[src/rtl/bus_resp_demux_4out_if.sv]
// rtl/bus_resp_demux_4out_if.sv - shared-bus input and four-port output signal bundle
interface bus_resp_demux_4out_if #(
  parameter int DATA_WIDTH = 32
);
  logic                      in_valid;
  logic                      in_ready;
  logic [1:0]                in_dest;
  logic [DATA_WIDTH-1:0]     in_data;
  logic [3:0]                out_valid;
  logic [3:0]                out_ready;
  logic [4*DATA_WIDTH-1:0]   out_data;
  logic [3:0]                fifo_full;

  modport master (
    output in_valid, in_dest, in_data, out_ready,
    input  in_ready, out_valid, out_data, fifo_full
  );

  modport slave (
    input  in_valid, in_dest, in_data, out_ready,
    output in_ready, out_valid, out_data, fifo_full
  );
endinterface

[src/rtl/bus_resp_demux_4out.sv]
// rtl/bus_resp_demux_4out.sv - routes shared-bus words into four independent per-port FIFOs
module bus_resp_demux_4out #(
  parameter int DATA_WIDTH = 32,
  parameter int DEPTH      = 2
) (
  input logic                 clk,
  input logic                 rst_n,
  bus_resp_demux_4out_if.slave bus
);
  localparam int AW = $clog2(DEPTH);
  localparam logic [AW:0] FULL_CNT = (AW+1)'(DEPTH);

  // Full status alone gates acceptance, so a same-cycle pop never frees a full port early.
  assign bus.in_ready = ~bus.fifo_full[bus.in_dest];

  for (genvar i = 0; i < 4; i++) begin : g_port
    logic [AW-1:0]         wr_ptr;
    logic [AW-1:0]         rd_ptr;
    logic [AW:0]           cnt;
    logic [DATA_WIDTH-1:0] mem [DEPTH];
    logic                  push;
    logic                  pop;

    assign push = bus.in_valid && bus.in_ready && (bus.in_dest == 2'(i));
    assign pop  = bus.out_valid[i] && bus.out_ready[i];

    always_ff @(posedge clk or negedge rst_n) begin
      if (!rst_n) begin
        wr_ptr <= '0;
        rd_ptr <= '0;
        cnt    <= '0;
      end else begin
        if (push) wr_ptr <= wr_ptr + 1'b1;
        if (pop)  rd_ptr <= rd_ptr + 1'b1;
        case ({push, pop})
          2'b10:   cnt <= cnt + 1'b1;
          2'b01:   cnt <= cnt - 1'b1;
          default: cnt <= cnt;
        endcase
      end
    end

    // Storage is left unreset; a flushed count makes stale entries invisible.
    always_ff @(posedge clk) begin
      if (push) mem[wr_ptr] <= bus.in_data;
    end

    assign bus.out_valid[i] = (cnt != '0);
    assign bus.fifo_full[i] = (cnt == FULL_CNT);
    assign bus.out_data[i*DATA_WIDTH +: DATA_WIDTH] = mem[rd_ptr];
  end
endmodule

[src/flat_wrapper.sv]
// flat-port wrapper written by rule: the top's interface ports become plain ports
module bus_resp_demux_4out_flat 
#(
  parameter int DATA_WIDTH = 32,
  parameter int DEPTH      = 2
)
  (clk, rst_n, bus_in_valid, bus_in_dest, bus_in_data, bus_out_ready, bus_in_ready, bus_out_valid, bus_out_data, bus_fifo_full);
  bus_resp_demux_4out_if #(.DATA_WIDTH(DATA_WIDTH)) bus_i ();
  input logic clk;
  input logic rst_n;
  input wire logic [$bits(bus_i.in_valid)-1:0] bus_in_valid;
  input wire logic [$bits(bus_i.in_dest)-1:0] bus_in_dest;
  input wire logic [$bits(bus_i.in_data)-1:0] bus_in_data;
  input wire logic [$bits(bus_i.out_ready)-1:0] bus_out_ready;
  output wire logic [$bits(bus_i.in_ready)-1:0] bus_in_ready;
  output wire logic [$bits(bus_i.out_valid)-1:0] bus_out_valid;
  output wire logic [$bits(bus_i.out_data)-1:0] bus_out_data;
  output wire logic [$bits(bus_i.fifo_full)-1:0] bus_fifo_full;
  assign bus_i.in_valid = bus_in_valid;
  assign bus_i.in_dest = bus_in_dest;
  assign bus_i.in_data = bus_in_data;
  assign bus_i.out_ready = bus_out_ready;
  assign bus_in_ready = bus_i.in_ready;
  assign bus_out_valid = bus_i.out_valid;
  assign bus_out_data = bus_i.out_data;
  assign bus_fifo_full = bus_i.fifo_full;
  bus_resp_demux_4out #(.DATA_WIDTH(DATA_WIDTH), .DEPTH(DEPTH)) u_core (.clk(clk), .rst_n(rst_n), .bus(bus_i));
endmodule
[config.mk]
export PLATFORM = sky130hd
export DESIGN_NAME = bus_resp_demux_4out_flat
export DESIGN_NICKNAME = d
export VERILOG_FILES = /design/src/rtl/bus_resp_demux_4out_if.sv /design/src/rtl/bus_resp_demux_4out.sv /design/src/flat_wrapper.sv
export SDC_FILE = /design/constraint.sdc
export NUM_CORES = 1
export LEC_CHECK = 0
export CAP_MARGIN = 10
export CELL_PAD_IN_SITES_DETAIL_PLACEMENT = 0
export CELL_PAD_IN_SITES_GLOBAL_PLACEMENT = 1
export CORE_MARGIN = 2
export CORE_UTILIZATION = 47
export CTS_CLUSTER_DIAMETER = 60
export DETAILED_ROUTE_END_ITERATION = 16
export DONT_BUFFER_PORTS = 1
export PLACE_DENSITY_LB_ADDON = 0.1
export SETUP_SLACK_MARGIN = 0.15
export SYNTH_ARGS = -nofsm -noshare
export SYNTH_HDL_FRONTEND = slang
export SYNTH_SLANG_ARGS = --single-unit
[constraint.sdc]
create_clock -name clk -period 9 [get_ports clk]
set_input_delay 2.7 -clock clk [delete_from_list [all_inputs] [get_ports clk]]
set_output_delay 2.7 -clock clk [all_outputs]
set_load 0.02 [all_outputs]
# [Word level (Yosys, flattened, before mapping)]
# Memories as Yosys holds them, arrays and structs flattened.
# Cells that the tools add are included.
[word_totals] output_inout_bits=137 input_bits=41 reg_bits=16 ramBits=256 n_memories=4 word_cells=81
[mem_list] memory="u_core.g_port[0].mem" depth=2 width=32 read_ports=1 rd_clocked_by_memory_dff=0 wr=1 line="bus_resp_demux_4out.sv:20" text="logic [DATA_WIDTH-1:0] mem [DEPTH];"
[mem_list] memory="u_core.g_port[1].mem" depth=2 width=32 read_ports=1 rd_clocked_by_memory_dff=0 wr=1 line="bus_resp_demux_4out.sv:20"
[mem_list] memory="u_core.g_port[2].mem" depth=2 width=32 read_ports=1 rd_clocked_by_memory_dff=0 wr=1 line="bus_resp_demux_4out.sv:20"
[mem_list] memory="u_core.g_port[3].mem" depth=2 width=32 read_ports=1 rd_clocked_by_memory_dff=0 wr=1 line="bus_resp_demux_4out.sv:20"
[classes] eq_ne=15 mux=14 n_lt_le_gt_ge=1 n_addsub=16 reduce_logical=18 bitwise_logic=1
[op_table] cell="$eq 2x2->1 const B" count=10
[op_table] cell="$pmux 2 s2" count=4
[op_table] cell="$reduce_bool 2->1" count=8
[op_table] cell="$eq 2x1->1 const B" count=5
[op_table] cell="$logic_and 1x1->1" count=9
[op_table] cell="$mux 1" count=9
[op_table] cell="$add 1x1->1 const B" count=8
[op_table] cell="$add 2x1->2 const B" count=4
[op_table] cell="$sub 2x1->2 const B" count=4
[op_table] cell="$lt 2x3->1 const B" count=1
[op_table] cell="$bmux 1 s2" count=1
[op_table] cell="$logic_not 2->1" count=1
[op_table] cell="$not 1->1" count=1

# [Depth between registers and ports, before layout]
# Gate-level depths: netlist of run 1.
[logic_depth] depth_word=8 depth_mapped=7 ltp_nobuf=6

# [Worst setup path after synthesis of run 1]
# Ideal clock, no wire load.
[synth_timing] path_type="input port to output port" start="input port bus_in_dest[1]" end="output port bus_in_ready" required_time_ns=6.300 setup_slack_ns=3.174 n_path_buf=0 arrival_time_ns=3.126 stages=2 path_cell_list="mux2i_1 > mux2_2"
[synth_between] elab_chain_cells=3
[synth_lines] element="start: declaration" line="flat_wrapper.sv:12" text="input wire logic [$bits(bus_i.in_dest)-1:0] bus_in_dest;"
[synth_lines] element="$bmux 1 s2" line="bus_resp_demux_4out.sv:14" text="assign bus.in_ready = ~bus.fifo_full[bus.in_dest];"
[synth_lines] element="$mux 1 (implied by the code)" line="bus_resp_demux_4out.sv:14"
[synth_lines] element="$not 1->1" line="bus_resp_demux_4out.sv:14"
[synth_lines] element="end: declaration" line="flat_wrapper.sv:15" text="output wire logic [$bits(bus_i.in_ready)-1:0] bus_in_ready;"
# No other way between the ends. The select of a mux whose other input is x is not followed.

# [Worst setup path after layout of run 1]
# Ends and elaborated chain as after synthesis.

==> out/qor.yml, run 1 <==
timing:
  setup_tns_ps: 0
  setup-violations-final: 0
  fmax_mhz: 171
  finalHoldViolCount: 0
  finalCritPeriodShare_pct: 64.9
  fin_crit_ps: 5840
  worst_pin_slew_ps: 1110
  slew_violations: 0
  timing.slew.headroom_pct: 25.6
  rsz0062_at_grt: "false"
  fin_worst_skew_ps: 19.7
synthesis:
  synth_cell_type_count: 22
  yosys_most_used_dff: "edfxtp_1"
  synth_nets: 524
  yosysSeqAreaShare_pct: 80.3
  syn_avg_cell_area_sq_um: 21.0
  synthArstFlopShare_pct: 5.88
  netlist_area_sq_um: 10100
  synth_edf_count: 256
  ys_ff_latch: 272
  yosysWarnings: 0
  synthCells: 479
floorplanning:
  core_area_sq_um: 21000
  ios: 178
  die_w_microns: 150
  row_count: 53
  start_util_pct: 47.9
  die_y_microns: 150
  die_area_sq_um: 22600
drt:
  routed-via-count: 4209
  firstDrtPassIters: 4
  route.detailed.drc: 0
  drt-total-wl_microns: 19200
  routed_via_density: 5.32
  drtAntennaViolNets: 0
  drt_iter0_markers: 285
  wire_per_inst_microns: 24.3
clock_network:
  cts-root-buf: "clkbuf_16"
  cts_resized: 0
  cts_hold_buf: 0
  cts.clk_slew.worst_paths_ps: 60
  numCtsBuffers: 27
  clock_latency_ps: 530
  clock_path_buffers: 3
  cts_tree: "done"
  cts_htree_levels: 1
  cts_setup_buffers: 0
  cts.sinks: 272
grt:
  grt_pass1_vias: 4315
  grt.overflow.total: 0
  grt_max_degree: 34
  grt_usage_pct: 16.9
  antenna_found_initial: 0
  grt_pass1_wl_microns: 27600
critical_path:
  required_ps: 6300
  crit_fanout: 6
  ff2ff_path_depth: 4
  crit_path_start_kind: "input port"
  crit_type: "input port to primary output"
  critPathArrivalTime_ps: 3140
  r2r_end: "u_core.g_port[2].mem[0][19]$_DFFE_PP_"
  max_stage_delay_ps: 350
  r2r_slack_ps: 6560
  r2r_start: "u_core.g_port[2].cnt[1]$_DFFE_PN0P_"
  path_delay_family: "multiplexers"
  cp_slowest_cell: "mux2_2"
  crit_buf_inv: 0
  crit_start: "bus_in_dest[1]"
  cp-end-kind: "primary output"
  path_cells: "mux2i_1 -> mux2_2"
pwr:
  sw_frac_of_total_pct: 31.0
  vdd_drop_max_mv: 0.202
  power_frac_clock_pct: 30.4
  power.leakage_nw: 3.67
  seq_power_share_pct: 47.8
  combPwrFrac_pct: 21.8
  p_switching_w: 0.00110
  power.internal_w: 0.00246
  pwr_density_cell_nw_per_um2: 316
worst_hold_path:
  hold_path.class: "register to register"
  min_from: "u_core.g_port[3].cnt[1]$_DFFE_PN0P_"
  hold_path_end: "u_core.g_port[3].cnt[1]$_DFFE_PN0P_"
  hold_depth: 1
layout:
  syn_to_final_growth_pct: 12.2
  drive_gt1_share_pct: 37.6
  final_util_pct: 53.7
  n_antenna_cell: 0
  stdcell_area_sq_um: 11300
  stdcell_count: 791
  nNetsFinal: 540
placement:
  io_buffers: 0
  placed_cell_area_sq_um: 10400
  place.gp.congestion: 0.739
  dp_hpwl_microns: 11100
  place_inst: 741
flow_run:
  maxCapViolCount: 0
outcome:
  status: "complete, no violations"
[cells in the mapped netlist (2+ instances only)]
master / number / area share [%]
and2_1: 4 / 0.25
buf_2: 12 / 0.60
clkbuf_1: 6 / 0.22
dfrtp_1: 16 / 4.0
edfxtp_1: 256 / 76
ha_1: 4 / 0.50
inv_1: 4 / 0.15
mux2_2: 129 / 14
mux2i_1: 2 / 0.20
nor2_1: 12 / 0.45
nor2b_1: 3 / 0.19
or2_2: 4 / 0.25
xnor2_1: 11 / 0.96
xor2_1: 8 / 0.70
[layer usage]
layer,share of wire (%),track usage [%],up-vias
met2,48,28.4,136
met4,2.0,4.15,0
met3,7.9,5.42,30
li1,-,-,1886
met1,42,21.3,2157
met5,0,0,-
[final cells by class]
type,count,area (sq um)
multi-input cells,184,1930
inverters,4,15.0
clock buffers,34,712
fillers,1622,9720
repair buffers,6,45.0
clock inverters,16,156
well taps,275,344
flip-flops and latches,272,8090
[state kept, by name, indices dropped and copies added, names as in the netlist]
register	flops
u_core.g_port.rd_ptr	4
u_core.g_port.cnt	8
u_core.g_port.wr_ptr	4
u_core.g_port.mem	256
[worst max path at each step]
stage	end	slack [ps]	depth (start not counted)
final	bus_in_ready	3160	2
after global routing	bus_in_ready	3140	2
after CTS	bus_in_ready	3150	2
after detailed placement	bus_in_ready	3150	2
after global placement	bus_in_ready	3160	2
after floorplan	bus_in_ready	3170	2
[worst reg2reg max path: cells and delay by family, from the launching register on]
kind                   cells  cell delay, ps
flip-flops                 1             400
buffers and inverters      1             440
AND/OR/NAND/NOR            3            1250
[power by group through the flow]
stage,Clock [W],Combinational [W],Sequential (W)
floorplan,0,0.000772,0.00157
global placement,0,0.000791,0.00173
CTS,0.00111,0.000797,0.00171
global route,0.00116,0.000820,0.00173
detailed placement,0,0.000793,0.00174
finish,0.00108,0.000778,0.00170
[through the flow]
| stage | power (W) | hold slack (ps) | setup WS [ps] |
|---|---|---|---|
| final | 0.00356 | 482 | 3160 |
| after global placement | 0.00252 | 467 | 3160 |
| after CTS | 0.00362 | 488 | 3150 |
| after detailed placement | 0.00253 | 476 | 3150 |
| after floorplan | 0.00234 | 448 | 3170 |
| after global routing | 0.00371 | 512 | 3140 |
[placed cells by master, fill, tap and decap left out, drive strengths merged]
cell type | netlist | final
edfxtp | 256 | 256
bufinv | 0 | 3
ha | 4 | 4
or4b | 1 | 1
nand4bb | 1 | 1
nor2b | 4 | 4
and2 | 4 | 4
nand2 | 1 | 1
inv | 4 | 5
mux2i | 2 | 2
mux2 | 129 | 129
clkinv | 0 | 11
clkbuf | 6 | 34
dfrtp | 16 | 16
or3b | 1 | 1
or3 | 1 | 1
xor2 | 8 | 8
buf | 13 | 6
clkinvlp | 0 | 1
or2 | 4 | 4
xnor2 | 12 | 12
nor2 | 12 | 12
[logic make-up after synthesis]
logic type	after synthesis	share of synthesized area, %
adder cells (fa/ha/maj)	4	0.497
flip-flops	272	80.3
buffers and inverters	23	1.08
AND/OR/NAND/NOR	29	1.65
XOR/XNOR	20	1.81
multiplexers	131	14.6
Power figures use the tool's default switching activity.
==> run 2: changes to the inputs <==
Settings changed: ABC_AREA set to 1.
Clock period 9 ns to 5.71 ns, I/O delays scaled along.
==> run 2 against run 1 <==
Die area is 0.89% higher. Register-to-register slack got worse by 3300 ps. Setup slack got worse by 1900 ps. Global-route usage is 2.5 points higher. Via count grew 29%. Combinational power grew 110%. Synthesized area rose by 0.92%. Design area shrank 0.37%. Critical path depth is 2 higher. Synthesized cell count grew 62%. Power increased by 61%. Clock power is 44% higher. Critical path type is now register to primary output. Largest cell class unchanged. Highest routed layer unchanged.
==> out/qor.yml, run 2 <==
timing:
  fin_crit_ps: 4480
  postLayoutSetupSlackWorst_ps: 1230  # was 3160 ps
  finalHoldViolCount: 0  # unchanged
  fin_worst_skew_ps: 13.8  # was 19.7 ps
  slew_violations: 0  # unchanged
  setup_tns_ps: 0  # unchanged
  finalCritPeriodShare_pct: 78.5
  fmax_mhz: 223
  timing.slew.headroom_pct: 22.7  # was 25.6%
  hold_ws_ps: 478  # was 482 ps
  worst_pin_slew_ps: 1150  # was 1110 ps
  setup-violations-final: 0  # unchanged
  rsz0062_at_grt: "false"  # unchanged
synthesis:
  yosys_most_used_dff: "edfxtp_1"  # unchanged
  synth_edf_count: 256  # unchanged
  yosysMostFrequentCell: "nand2_1"  # was edfxtp_1
  netlist_area_sq_um: 10200  # was 10100 sq um
  synth_area_leaders: "edfxtp_1 76%, nand2_1 15%, dfrtp_1 3.9%"  # was edfxtp_1 76%, mux2_2 14%, dfrtp_1 4.0%
  synth_nets: 820  # was 524
  synth_cell_type_count: 19  # was 22
  synth.top_cell.area_share_pct: 75.7  # was 76.4%
  syn_avg_cell_area_sq_um: 13.1  # was 21.0 sq um
  yosysWarnings: 0  # unchanged
  yosysSeqAreaShare_pct: 79.6  # was 80.3%
  ys_ff_latch: 272  # unchanged
  ys_top_cells_by_count: "401 x nand2_1, 256 x edfxtp_1, 20 x clkbuf_1"  # was 256 x edfxtp_1, 129 x mux2_2, 16 x dfrtp_1
  synthArstFlopShare_pct: 5.88  # unchanged
  synth_top_area_cell: "edfxtp_1"  # unchanged
  synthCells: 775  # was 479
clock_network:
  cts-root-buf: "clkbuf_16"  # unchanged
  cts.sinks: 272  # unchanged
  numCtsBuffers: 27  # unchanged
  cts.clk_slew.worst_paths_ps: 60  # about the same
  cts_setup_buffers: 0  # unchanged
  cts_resized: 0  # unchanged
  cts_hold_buf: 0  # unchanged
  clock_path_buffers: 3  # unchanged
  cts_htree_levels: 1  # unchanged
  cts_tree: "done"  # unchanged
  clock_latency_ps: 520  # was 530 ps
layout:
  final_util_pct: 53.4  # was 53.7%
  n_antenna_cell: 0  # unchanged
  drive_gt1_share_pct: 7.48  # was 37.6%
  layout_common_cells: "401 x nand2_1, 256 x edfxtp_1, 27 x clkbuf_16"  # was 256 x edfxtp_1, 129 x mux2_2, 27 x clkbuf_16
  largest_reg_flops: 256  # unchanged
  layout_commonest_cell: "nand2_1"  # was edfxtp_1
  syn_to_final_growth_pct: 10.8  # was 12.2%
  regMostFlops: "u_core.g_port.mem"  # unchanged
  nNetsFinal: 827  # was 540
  top_regs: "u_core.g_port.mem: 256 flops, u_core.g_port.cnt: 8 flops"  # unchanged
  nFillCells: 1743  # was 1622
floorplanning:
  die_w_microns: 151  # was 150 microns
  row_count: 53  # unchanged
  die_area_sq_um: 22800  # was 22600 sq um
  core_area_sq_um: 21100  # was 21000 sq um
  ios: 178  # unchanged
  die_y_microns: 151  # was 150 microns
  start_util_pct: 48.2  # was 47.9%
drt:
  route.detailed.drc: 0  # unchanged
  drtAntennaViolNets: 0  # unchanged
  drt_iter0_markers: 285  # unchanged
  routed-via-count: 5443  # was 4209
  wire_per_inst_microns: 20.5  # was 24.3 microns
  drt-total-wl_microns: 22100  # was 19200 microns
  firstDrtPassIters: 5  # was 4
  routed_via_density: 5.05  # was 5.32
critical_path:
  crit_type: "register to primary output"  # was input port to primary output
  cp-end-kind: "primary output"  # unchanged
  required_ps: 4000  # was 6300 ps
  critPathArrivalTime_ps: 2770  # was 3140 ps
  crit_path_frequent_cell: "nand2_1"
  max_stage_delay_ps: 1020  # was 350 ps
  crit_path_start_kind: "register"  # was input port
  path_cells: "buf_4 -> clkinv_1 -> nand2_1 -> nand2_1"  # was mux2i_1 -> mux2_2
  cp_slowest_cell: "clkinv_1"  # was mux2_2
  crit_fanout: 33  # was 6
placement:
  place.gp.congestion: 0.754  # was 0.739
  pre_cts_ws_ps: 1610  # was 3150 ps
  io_buffers: 0  # unchanged
  dp_hpwl_microns: 13100  # was 11100 microns
grt:
  grt_max_degree: 34  # unchanged
  antenna_found_initial: 0  # unchanged
  grt_pass1_vias: 5331  # was 4315
  grt_pass1_wl_microns: 32400  # was 27600 microns
  grt_usage_pct: 19.3  # was 16.9%
  grt.overflow.total: 0  # unchanged
pwr:
  power.leakage_nw: 4.35  # was 3.67 nW
  p_total_w: 0.00573  # was 0.00356 W
  vdd_drop_max_mv: 0.270  # was 0.202 mV
  pwr_density_cell_nw_per_um2: 509  # was 316 nW/um^2
worst_hold_path:
  hold_path.class: "register to register"  # unchanged
outcome:
  status: "complete, no violations"  # unchanged
flow_run:
  maxCapViolCount: 0  # unchanged
-- run 2: worst max-delay path: cells and delay by family (launching register included) --
kind | cells | cell delay [ps]
flip-flops | 1 | 320
buffers and inverters | 2 | 1390
AND/OR/NAND/NOR | 2 | 520
-- run 2: per-layer routing --
metal | track usage, % | share of wire (%) | wire [microns] | vias to the layer above
li1 | - | - | - | 2603
met1 | 24.4 | 40 | 8840 | 2645
met2 | 32.4 | 49 | 10800 | 165
met3 | 6.66 | 9.0 | 2000 | 30
met4 | 4.81 | 2.1 | 454 | 0
met5 | 0 | 0 | 0 | -
-- run 2: final cells by class --
type	count	area, sq um	area share [%]
flip-flops and latches	272	8090	71.9
multi-input cells	451	1900	16.9
clock buffers	37	713	6.34
well taps	275	344	3.06
inverters	23	86.3	0.767
repair buffers	7	72.6	0.645
clock inverters	12	52.6	0.467
-- run 2: final timing paths --
path | start | slack, ps | cells past startpoint | to
max in group asynchronous | rst_n | 4750 | 0 | u_core.g_port[2].rd_ptr$_DFFE_PN0P_
worst min register to register | u_core.g_port[3].wr_ptr$_DFFE_PN0N_ | 480 | 2 | u_core.g_port[3].wr_ptr$_DFFE_PN0N_
worst min-delay path | u_core.g_port[3].wr_ptr$_DFFE_PN0N_ | 480 | 2 | u_core.g_port[3].wr_ptr$_DFFE_PN0N_
min in group asynchronous | rst_n | 880 | 0 | u_core.g_port[3].wr_ptr$_DFFE_PN0N_
worst max-delay path | u_core.g_port[0].rd_ptr$_DFFE_PN0P_ | 1230 | 4 | bus_out_data[28]
worst max register to register | u_core.g_port[1].cnt[1]$_DFFE_PN0P_ | 3210 | 7 | u_core.g_port[2].mem[1][14]$_DFFE_PP_
-- run 2: logic make-up after synthesis --
family | synth area share, %
AND/OR/NAND/NOR | 16.5
flip-flops | 79.6
buffers and inverters | 2.03
XOR/XNOR | 1.03
AO/OA/AOI/OAI | 0.394
adder cells (fa/ha/maj) | 0.493
-- run 2: power by group --
group	switching [W]	internal (W)	total [W]
logic	0.00135	0.000301	0.00165
clock network	0.000680	0.000868	0.00155
registers	0.000155	0.00238	0.00253
-- run 2: metrics by stage --
step	std cells	instance area (sq um)
3_5_place_dp	1027	10500
3_3_place_gp	1027	10500
5_1_grt	1077	11300
6_report	1077	11300
4_1_cts	1076	11200
2_1_floorplan	775	10200
==> run 3: changes to the inputs <==
Clock period 5.71 ns to 4.27 ns, I/O delays scaled along.
==> run 3 against run 2 <==
Sequential power up 29%. Via count up 0.46%. Routed wire length grew 2.8%. Critical endpoint is now bus_out_data[34].
==> out/qor.yml, run 3 (synthesis gave the netlist of run 2 again) <==
grt:
  antenna_found_initial: 0  # unchanged
  grt_pass1_vias: 5472  # was 5331
  grt.overflow.total: 0  # unchanged
  grt_usage_pct: 20.0  # was 19.3%
  grt_max_degree: 34  # unchanged
  grt_pass1_wl_microns: 33400  # was 32400 microns
pwr:
  p_total_w: 0.00781  # was 0.00573 W
  combPwrFrac_pct: 29.7  # was 28.8%
  seq_power_share_pct: 41.7  # was 44.2%
  pwr_density_cell_nw_per_um2: 688  # was 509 nW/um^2
  vdd_drop_max_mv: 0.436  # was 0.270 mV
  power_frac_clock_pct: 28.6  # was 27.0%
  power.leakage_nw: 4.41  # was 4.35 nW
  sw_frac_of_total_pct: 37.8  # was 38.2%
  p_switching_w: 0.00295  # was 0.00219 W
  power.internal_w: 0.00486  # was 0.00354 W
drt:
  drt_iter0_markers: 359  # was 285
  drt-total-wl_microns: 22700  # was 22100 microns
  wire_per_inst_microns: 21.0  # was 20.5 microns
  routed_via_density: 5.05  # about the same
  route.detailed.drc: 0  # unchanged
  drtAntennaViolNets: 0  # unchanged
  firstDrtPassIters: 4  # was 5
  routed-via-count: 5468  # was 5443
critical_path:
  crit_type: "register to primary output"  # unchanged
  r2r_start: "u_core.g_port[1].cnt[0]$_DFFE_PN0P_"  # was u_core.g_port[1].cnt[1]$_DFFE_PN0P_
  crit_path_start_kind: "register"  # unchanged
  r2r_slack_ps: 1570  # was 3210 ps
  required_ps: 2990  # was 4000 ps
  crit_start: "u_core.g_port[1].rd_ptr$_DFFE_PN0P_"  # was u_core.g_port[0].rd_ptr$_DFFE_PN0P_
  crit_fanout: 33  # unchanged
  ff2ff_path_depth: 7  # unchanged
  r2r_end: "u_core.g_port[1].mem[0][3]$_DFFE_PP_"  # was u_core.g_port[2].mem[1][14]$_DFFE_PP_
  cp-end-kind: "primary output"  # unchanged
  critPathArrivalTime_ps: 2210  # was 2770 ps
layout:
  drive_gt1_share_pct: 9.17  # was 7.48%
  layout_commonest_cell: "nand2_1"  # unchanged
  top_regs: "u_core.g_port.mem: 256 flops, u_core.g_port.cnt: 8 flops"  # unchanged
  regMostFlops: "u_core.g_port.mem"  # unchanged
  largest_reg_flops: 256  # unchanged
  layout_common_cells: "401 x nand2_1, 256 x edfxtp_1, 27 x clkbuf_16"  # unchanged
  stdcell_area_sq_um: 11400  # was 11300 sq um
  nNetsFinal: 832  # was 827
  n_antenna_cell: 0  # unchanged
  syn_to_final_growth_pct: 11.7  # was 10.8%
timing:
  setup-violations-final: 0  # unchanged
  fmax_mhz: 286
  slew_violations: 0  # unchanged
  worst_pin_slew_ps: 1020  # was 1150 ps
  fin_crit_ps: 3490
  setup_tns_ps: 0  # unchanged
  finalHoldViolCount: 0  # unchanged
  rsz0062_at_grt: "false"  # unchanged
  finalCritPeriodShare_pct: 81.8
  postLayoutSetupSlackWorst_ps: 779  # was 1230 ps
  fin_worst_skew_ps: 5.95  # was 13.8 ps
  timing.slew.headroom_pct: 31.9  # was 22.7%
placement:
  placed_cell_area_sq_um: 10500  # about the same
  io_buffers: 0  # unchanged
  place.gp.congestion: 0.732  # was 0.754
  dp_hpwl_microns: 14400  # was 13100 microns
  pre_cts_ws_ps: 666  # was 1610 ps
floorplanning:
  die_w_microns: 151  # unchanged
  ios: 178  # unchanged
  start_util_pct: 48.2  # unchanged
  die_area_sq_um: 22800  # unchanged
  die_y_microns: 151  # unchanged
  core_area_sq_um: 21100  # unchanged
  row_count: 53  # unchanged
clock_network:
  cts_hold_buf: 0  # unchanged
  clock_latency_ps: 520  # about the same
  cts_htree_levels: 1  # unchanged
  cts_resized: 1  # was 0
  clock_path_buffers: 3  # unchanged
  cts_tree: "done"  # unchanged
  cts.sinks: 272  # unchanged
  cts-root-buf: "clkbuf_16"  # unchanged
  cts.clk_slew.worst_paths_ps: 60  # about the same
  numCtsBuffers: 27  # unchanged
  cts_setup_buffers: 0  # unchanged
outcome:
  status: "complete, no violations"  # unchanged
flow_run:
  maxCapViolCount: 0  # unchanged
worst_hold_path:
  hold_path.class: "input port to asynchronous set/reset pin"  # was register to register
-- run 3: cell count changes in the layout (fill, tap and decap cells not counted) --
cell / delta
clkbuf_1: -7
buf_4: +6
clkinv_2: +3
bufinv_16: +2
clkinv_1: -2
clkinvlp_4: +2
buf_16: -1
clkbuf_8: +1
inv_6: +1
-- run 3: worst max path at each step --
| stage | slack (ps) | to |
|---|---|---|
| floorplan | 630 | u_core.g_port[0].mem[1][0]$_DFFE_PP_ |
| global placement | 750 | bus_out_data[34] |
| detailed placement | 670 | bus_out_data[34] |
| CTS | 700 | bus_out_data[34] |
| global route | 560 | bus_out_data[35] |
| finish | 780 | bus_out_data[34] |
-- run 3: critical path, cell delays in order, from the launching register on --
cell,delay [ps]
dfrtp_1,320
buf_4,360
clkinv_2,580
nand2_1,230
nand2_1,180
-- run 3: per-layer routing --
metal | global-route usage (%) | vias up | share of wire, %
met2 | 33.8 | 167 | 49
met4 | 4.95 | 0 | 1.6
met3 | 5.69 | 29 | 8.0
met5 | 0 | - | 0
li1 | - | 2615 | -
met1 | 25.8 | 2657 | 41
-- run 3: power by group through the flow --
stage / Sequential, W / Combinational (W) / Clock [W]
5_1_grt: 0.00328 / 0.00253 / 0.00238
4_1_cts: 0.00326 / 0.00237 / 0.00229
3_3_place_gp: 0.00331 / 0.00235 / 0
3_5_place_dp: 0.00332 / 0.00237 / 0
2_1_floorplan: 0.00329 / 0.00179 / 0
6_report: 0.00326 / 0.00232 / 0.00224
-- run 3: per-stage QoR --
stage / util, % / instances / hold slack (ps)
2_1_floorplan: - / 775 / 442
3_3_place_gp: 49.8 / 1033 / 455
3_5_place_dp: 49.8 / 1033 / 462
4_1_cts: 53.8 / 1082 / 427
5_1_grt: 53.8 / 1082 / 431
6_report: 53.8 / 1082 / 456
-- run 3: final cells by class --
cell class | count | area, sq um
flip-flops and latches | 272 | 8090
clock buffers | 31 | 701
clock inverters | 18 | 143
inverters | 23 | 87.6
repair buffers | 12 | 90.1
fillers | 1771 | 9740
multi-input cells | 451 | 1900
well taps | 275 | 344
